`config.mk`:
```
export PLATFORM = sky130hd
export DESIGN_NAME = muldiv_sequencer
export DESIGN_NICKNAME = d
export VERILOG_FILES = /design/src/rtl/muldiv_sequencer.sv
export SDC_FILE = /design/constraint.sdc
export NUM_CORES = 1
export LEC_CHECK = 0
export ABC_AREA = 1
export BUFFER_PORTS_ARGS = -buffer_cell sky130_fd_sc_hd__buf_4
export CORE_UTILIZATION = 45
export DETAILED_ROUTE_END_ITERATION = 7
export GPL_TIMING_DRIVEN = 0
export HOLD_SLACK_MARGIN = 0.02
export PLACE_DENSITY = 0.89
export SLEW_MARGIN = 10
export SYNTH_ARGS = -nofsm -noshare
export SYNTH_HDL_FRONTEND = slang
export SYNTH_SLANG_ARGS = --single-unit
```
`constraint.sdc`:
```
create_clock -name i_clk -period 1.9 [get_ports i_clk]
set_clock_uncertainty 0.2 [all_clocks]
set_input_delay 0.19 -clock i_clk [delete_from_list [all_inputs] [get_ports i_clk]]
set_output_delay 0.19 -clock i_clk [all_outputs]
set_load 0.02 [all_outputs]
```
`src/rtl/muldiv_sequencer.sv`:
```
// muldiv_sequencer: multicycle sequencer for the shared multiply/divide resource.
// It accepts one MULT/DIV request, traps divide-by-zero, clears the selected unit,
// counts its RUN cycles, then pulses the HI/LO write enable and reports completion.
//
// Ports:
//   i_clk          system clock, rising edge
//   i_reset        synchronous active-high reset
//   i_start        request pulse, only honoured in IDLE
//   i_op_div       operation at start: 0 = MULT, 1 = DIV
//   i_divisor      divisor operand, sampled at start
//   i_abort        cancel any operation in progress
//   o_unit_clr     one-cycle clear to the selected arithmetic unit
//   o_div_or_mult  HI/LO input mux select: 1 = divider, 0 = multiplier
//   o_hilo_w       HI/LO write enable pulse
//   o_busy         high while an operation or exception report is in flight
//   o_done         completion pulse, coincident with o_hilo_w
//   o_div_zero     divide-by-zero exception pulse
module muldiv_sequencer #(
  parameter int unsigned MULT_CYCLES = 32,
  parameter int unsigned DIV_CYCLES  = 32,
  parameter int unsigned DATA_W      = 32,
  parameter int unsigned CNT_W       = 6
) (
  input  logic              i_clk,
  input  logic              i_reset,
  input  logic              i_start,
  input  logic              i_op_div,
  input  logic [DATA_W-1:0] i_divisor,
  input  logic              i_abort,
  output logic              o_unit_clr,
  output logic              o_div_or_mult,
  output logic              o_hilo_w,
  output logic              o_busy,
  output logic              o_done,
  output logic              o_div_zero
);

  // RUN lasts N cycles: the counter is loaded with N-1 and RUN exits once it reads 0.
  localparam logic [CNT_W-1:0] MultLoad = CNT_W'(MULT_CYCLES - 1);
  localparam logic [CNT_W-1:0] DivLoad  = CNT_W'(DIV_CYCLES - 1);

  typedef enum logic [2:0] {
    StIdle,
    StDz,
    StClear,
    StRun,
    StWrite
  } state_e;

  state_e             r_state;
  state_e             w_state_next;
  logic [CNT_W-1:0]   r_cnt;
  logic [CNT_W-1:0]   w_cnt_next;
  logic               r_op;
  logic               w_op_next;

  // State register.
  always_ff @(posedge i_clk) begin
    if (i_reset) begin
      r_state <= StIdle;
      r_cnt   <= '0;
      r_op    <= 1'b0;
    end else begin
      r_state <= w_state_next;
      r_cnt   <= w_cnt_next;
      r_op    <= w_op_next;
    end
  end

  // Next-state logic.
  always_comb begin
    w_state_next = r_state;
    w_cnt_next   = r_cnt;
    w_op_next    = r_op;
    case (r_state)
      StIdle: begin
        if (i_start && !i_abort) begin
          if (i_op_div && (i_divisor == '0)) begin
            // Exception path leaves the latched op (and so the HI/LO mux) untouched.
            w_state_next = StDz;
          end else begin
            w_op_next    = i_op_div;
            w_cnt_next   = i_op_div ? DivLoad : MultLoad;
            w_state_next = StClear;
          end
        end
      end
      StDz:    w_state_next = StIdle;
      StClear: w_state_next = StRun;
      StRun: begin
        if (r_cnt == '0) begin
          w_state_next = StWrite;
        end else begin
          w_cnt_next = r_cnt - 1'b1;
        end
      end
      StWrite: w_state_next = StIdle;
      default: w_state_next = StIdle;
    endcase
    if (i_abort && (r_state != StIdle)) begin
      w_state_next = StIdle;
    end
  end

  // Output decode: from state only, with the write/exception pulses masked by abort.
  always_comb begin
    o_unit_clr = 1'b0;
    o_hilo_w   = 1'b0;
    o_done     = 1'b0;
    o_div_zero = 1'b0;
    o_busy     = (r_state != StIdle);
    case (r_state)
      StDz:    o_div_zero = ~i_abort;
      StClear: o_unit_clr = 1'b1;
      StWrite: begin
        o_hilo_w = ~i_abort;
        o_done   = ~i_abort;
      end
      default: ;
    endcase
  end

  assign o_div_or_mult = r_op;

endmodule

```
==> impl_metrics.yaml, run 1 <==
floorplanning:
  io_pins: 43
  die_area_um2: 2090
  core_area_um2: 1760
  die_height_um: 45.7
  die_x_um: 45.7
  initial_core_util: 0.487
  num_rows: 15
cts:
  cts_tree: "done"
  htree_levels: 1
  clkSinkCount: 10
  root_buffer: "clkbuf_4"
  cts_resized: 0
  post_cts_buffers: 0
  clkTransAtPathRegs_ps: 60
  clk_latency_ps: 260
  clock_tree.buffer_depth: 2
  cts_made_buffers: 3
  cts_hold_buf: 0
logic_synthesis:
  seq_area_frac_synth: 0.233
  yosys_warnings: 0
  syn_area_per_cell_um2: 5.68
  synthCells: 151
  synth_cell_type_count: 23
  synth_nets: 190
  syn_area_um2: 858
  ys_seq_elements: 10
finish:
  num_antenna_cells: 0
  drive_gt1_frac: 0.286
  fin_util: 0.696
  synthToLayoutAreaGrowth_pct: 43.0
  final_cell_mix: "buf_4 (43), nor2_1 (39), nand2_1 (34), inv_1 (26), dfxtp_1 (10)"
  num-nets-final: 237
  final_common_cell: "buf_4"
placement:
  portBuffers: 42
  hpwl_um: 1900
  pre_cts_ws_ps: 190
  globalplace.congestion: 0.805
timing:
  grt_setup_unrepaired: "false"
  relSlewSlack: 0.743
  hold_viol: 0
  slew_violations: 0
  tightest_slew_ps: 386
  finalSetupViolations: 0
  fin_crit_sh: 0.939
  period_needed_ps: 1780
  max_clock_freq_ghz: 0.560
  setup-tns-final_ps: 0
  layout_setup_ws_ps: 116
critical_path:
  cp_slowest_cell: "dfxtp_1"
  ff2ff_setup_slack_ps: 180
  rr_endpoint: "r_cnt[3]$_SDFFE_PP0P_"
  crit_top_cell: "buf_4"
  crit_chain: "inv_1 > nor4_1 > buf_4 > buf_4"
  end_kind: "output pin"
  rr_startpoint: "r_cnt[0]$_SDFFE_PP0P_"
  slowest_delay_ps: 420
  crit_buf_inv: 3
  r2r_cells: 9
  cp.arrival_ps: 1390
  crit_start: "r_state[2]$_SDFFE_PP0P_"
  required_ps: 1510
  crit_fanout: 4
  critPathTopFamily: "flip-flops"
  worst-setup-path-type: "reg -> out"
  critPathLaunchType: "flip-flop"
power:
  power.leakage_nw: 0.620
  p_total_mw: 0.665
  powerDensity_nw_per_um2: 542
  ir_drop_mv: 0.368
min_path:
  min_path_cells: 4
  min_from: "i_reset"
  hold_class: "in -> reg"
  min_to: "r_cnt[0]$_SDFFE_PP0P_"
detailed_routing:
  drt-wirelength-per-cell_um: 10.1
  ant_nets: 0
  vias_per_cell: 4.82
  drc_errors: 0
  dr.pass1.iters: 4
  dr_total_vias: 1065
  drtIter0Drc: 33
  drt_wl_total_um: 2240
global_route:
  grt_pass1_wl_um: 3750
  antenna_found_initial: 0
  grt_pass1_vias: 980
  grt_remaining_overflow: 0
  grtUsageTotal: 0.248
  grt_max_degree: 9
outcome:
  run_status: "complete, no violations"
flow_run:
  maxCapViolCount: 0
-- worst reg2reg max path, stage by stage (launching register included) --
cell and delay (ps):
dfxtp_1 370, inv_1 110, ha_1 220, nand4_1 170, nand2_4 90, a21oi_4 210, nand2_4 100, clkinv_2 80
nor2_1 40, nor2_1 80
-- layer usage --
layer	GRT usage	part of all wire	up-vias
met3	0.0595	0.050	4
met4	0.0485	0.018	0
met1	0.262	0.40	470
li1	-	-	560
met2	0.486	0.53	31
met5	0	0	-
-- worst max-delay path by stage --
stage | endpoint | cells after the start | slack [ps]
global placement | r_cnt[1]$_SDFFE_PP0P_ | 10 | 220
finish | o_hilo_w | 4 | 120
detailed placement | r_cnt[3]$_SDFFE_PP0P_ | 10 | 190
floorplan | o_hilo_w | 3 | 30
CTS | o_hilo_w | 4 | 110
global route | r_cnt[4]$_SDFFE_PP0P_ | 9 | 7
-- cells in the mapped netlist --
library cell	number	area [µm²]
nor2_1	39	146
nand2_1	34	128
inv_1	26	97.6
dfxtp_1	10	200
nand3_1	9	45.0
nor3_1	6	30.0
a21oi_1	5	25.0
nor4_1	3	18.8
ha_1	2	25.0
nand2_4	2	22.5
nand4_1	2	12.5
or2_2	2	12.5
a21oi_4	1	16.3
a31oi_1	1	6.26
buf_4	1	7.51
clkinv_2	1	5.00
inv_2	1	3.75
nand3_2	1	10.0
nand3b_1	1	7.51
nor3_4	1	16.3
o21ai_0	1	5.00
o21ba_2	1	10.0
o21bai_1	1	7.51
-- flip-flops by register name, summed over array words and instances (netlist names) --
register,cells
r_cnt,6
r_state,3
o_div_or_mult,1
-- power breakdown --
part           internal (mW)  leakage (nW)  switching (mW)  total [mW]
clock                 0.0727        0.0138          0.0638       0.137
sequential             0.234        0.0825          0.0201       0.254
combinational          0.122         0.524           0.153       0.275
total                  0.428         0.620           0.237       0.665
-- stage by stage --
| stage | area, µm² | hold WS (ps) | std cells |
|---|---|---|---|
| global route | 1230 | 118 | 221 |
| detailed placement | 1200 | 276 | 218 |
| finish | 1230 | 94.9 | 221 |
| global placement | 1200 | 279 | 218 |
| floorplan | 858 | 213 | 151 |
| CTS | 1230 | 89.5 | 221 |
-- final cells by class --
cell class	count	area [µm²]
Buffer	1	7.51
Timing Repair Buffer	42	315
Multi-Input combinational cell	112	544
Inverter	28	106
Tap cell	25	31.3
Clock buffer	3	22.5
Fill cell	168	537
Sequential cell	10	200
-- kinds of logic after synthesis --
| group | after synthesis | share of synthesized area |
|---|---|---|
| adder cells (fa/ha/maj) | 2 | 0.0291 |
| AND/OR/NAND/NOR | 100 | 0.523 |
| buffers and inverters | 29 | 0.133 |
| AO/OA/AOI/OAI | 10 | 0.0816 |
| flip-flops | 10 | 0.233 |
(Power assumes the default switching activity.)
==> inputs of run 2 (changes only) <==
- CORE_UTILIZATION: 45 -> 48
- PLACE_DENSITY: 0.89 -> 0.93
- clock period: 1.9 -> 2.1 ns (I/O delays scaled with it)
==> impl_metrics.yaml, run 2 (same netlist as run 1, synthesis figures left out) <==
critical_path:
  rr_endpoint: "r_cnt[3]$_SDFFE_PP0P_"
  slowest_delay_ps: 360
  crit_top_cell: "nor2_1"
  worst-setup-path-type: "reg -> reg"
  setup.worst_path.end: "r_cnt[3]$_SDFFE_PP0P_"
  cp.arrival_ps: 1740
  r2r_cells: 8
  required_ps: 2070
  critPathLaunchType: "flip-flop"
  end_kind: "flip-flop"
  crit_fanout: 5
  crit_start: "r_state[1]$_SDFFE_PP0P_"
  ff2ff_setup_slack_ps: 330
  cp_slowest_cell: "a21oi_1"
  rr_startpoint: "r_state[1]$_SDFFE_PP0P_"
  crit_chain: "nor2_1 > nand2_1 > a21oi_1 > a21oi_4 > nand2_4 > clkinv_2 > nor2_1 > nor2_1"
finish:
  fin_cells: 220
  largest_reg_flops: 6
  multi_input_area_um2: 544
  drive_gt1_frac: 0.286
  top_register: "r_cnt"
  num-nets-final: 237
  synthToLayoutAreaGrowth_pct: 42.9
  final_cell_mix: "buf_4 (43), nor2_1 (39), nand2_1 (34), inv_1 (26), dfxtp_1 (10)"
  n_fill_cell: 130
  final_common_cell: "buf_4"
  register_area_um2: 200
  num_antenna_cells: 0
global_route:
  grt_pass1_wl_um: 3840
  grt_remaining_overflow: 0
  grtUsageTotal: 0.276
  grt_pass1_vias: 1017
  antenna_found_initial: 0
  grt_max_degree: 9
timing:
  setup-tns-final_ps: 0
  period_needed_ps: 1770
  grt_setup_unrepaired: "false"
  relSlewSlack: 0.748
  max_clock_freq_ghz: 0.564
  hold_viol: 0
  fin_crit_sh: 0.844
  slew_violations: 0
  tightest_slew_ps: 377
  whs_ps: 99.4
  finalSetupViolations: 0
  layout_setup_ws_ps: 327
cts:
  clock_tree.buffer_depth: 2
  cts_resized: 0
  root_buffer: "clkbuf_4"
  cts_hold_buf: 0
  post_cts_buffers: 0
  clkTransAtPathRegs_ps: 60
  htree_levels: 1
  cts_tree: "done"
  clkSinkCount: 10
  clk_latency_ps: 270
  cts_made_buffers: 3
power:
  ir_drop_mv: 0.387
  p_total_mw: 0.604
  powerDensity_nw_per_um2: 493
  power.leakage_nw: 0.620
placement:
  globalplace.congestion: 0.856
  hpwl_um: 1910
  pre_cts_ws_ps: 354
  portBuffers: 42
  dp_cells: 217
floorplanning:
  die_height_um: 44.3
  core_area_um2: 1590
  die_area_um2: 1960
  num_rows: 14
  io_pins: 43
  initial_core_util: 0.538
  die_x_um: 44.3
detailed_routing:
  drc_errors: 0
  ant_nets: 0
  drt-wirelength-per-cell_um: 10.3
  dr_total_vias: 1055
  drtIter0Drc: 22
  vias_per_cell: 4.80
  drt_wl_total_um: 2260
  dr.pass1.iters: 4
min_path:
  hold_class: "in -> reg"
outcome:
  run_status: "complete, no violations"
flow_run:
  maxCapViolCount: 0
[run 2: power breakdown]
| group | leakage [nW] | switching (mW) | total, mW | internal [mW] |
|---|---|---|---|---|
| Clock | 0.0138 | 0.0629 | 0.129 | 0.0661 |
| Sequential | 0.0825 | 0.0179 | 0.229 | 0.211 |
| Combinational | 0.524 | 0.136 | 0.246 | 0.110 |
| Total | 0.620 | 0.217 | 0.604 | 0.388 |
[run 2: layer usage]
| layer | GRT usage | wire length, µm |
|---|---|---|
| met1 | 0.273 | 940 |
| met2 | 0.524 | 1190 |
| met3 | 0.0776 | 88 |
| met4 | 0.127 | 40 |
| met5 | 0 | 0 |
[run 2: stage by stage]
stage / util / area [µm²]
after global placement: 0.755 / 1200
after detailed placement: 0.755 / 1200
after global routing: 0.769 / 1230
final: 0.769 / 1230
after floorplan: - / 858
after CTS: 0.769 / 1230
[run 2: worst min path at each step]
| stage | startpoint | end | depth (start not counted) |
|---|---|---|---|
| 6_report | i_reset | r_cnt[0]$_SDFFE_PP0P_ | 4 |
| 5_1_grt | i_reset | r_cnt[5]$_SDFFE_PP0P_ | 4 |
| 4_1_cts | i_reset | r_cnt[0]$_SDFFE_PP0P_ | 4 |
| 3_5_place_dp | o_div_or_mult$_SDFFE_PP0P_ | o_div_or_mult$_SDFFE_PP0P_ | 1 |
| 3_3_place_gp | r_cnt[3]$_SDFFE_PP0P_ | r_cnt[3]$_SDFFE_PP0P_ | 2 |
| 2_1_floorplan | i_reset | r_cnt[2]$_SDFFE_PP0P_ | 3 |
[run 2: final cells by class]
type	instances	share of cell area
multi-input combinational	112	0.444
buffer	1	0.00612
sequential	10	0.163
clock buffer	3	0.0184
inverter	28	0.0867
tap	24	0.0245
timing repair buffer	42	0.257
[run 2: critical path: cells and delay by family (launching register included)]
kind,cells,cell delay (ps)
simple gates,5,590
compound gates,2,450
buf+inv,1,80
flops,1,340
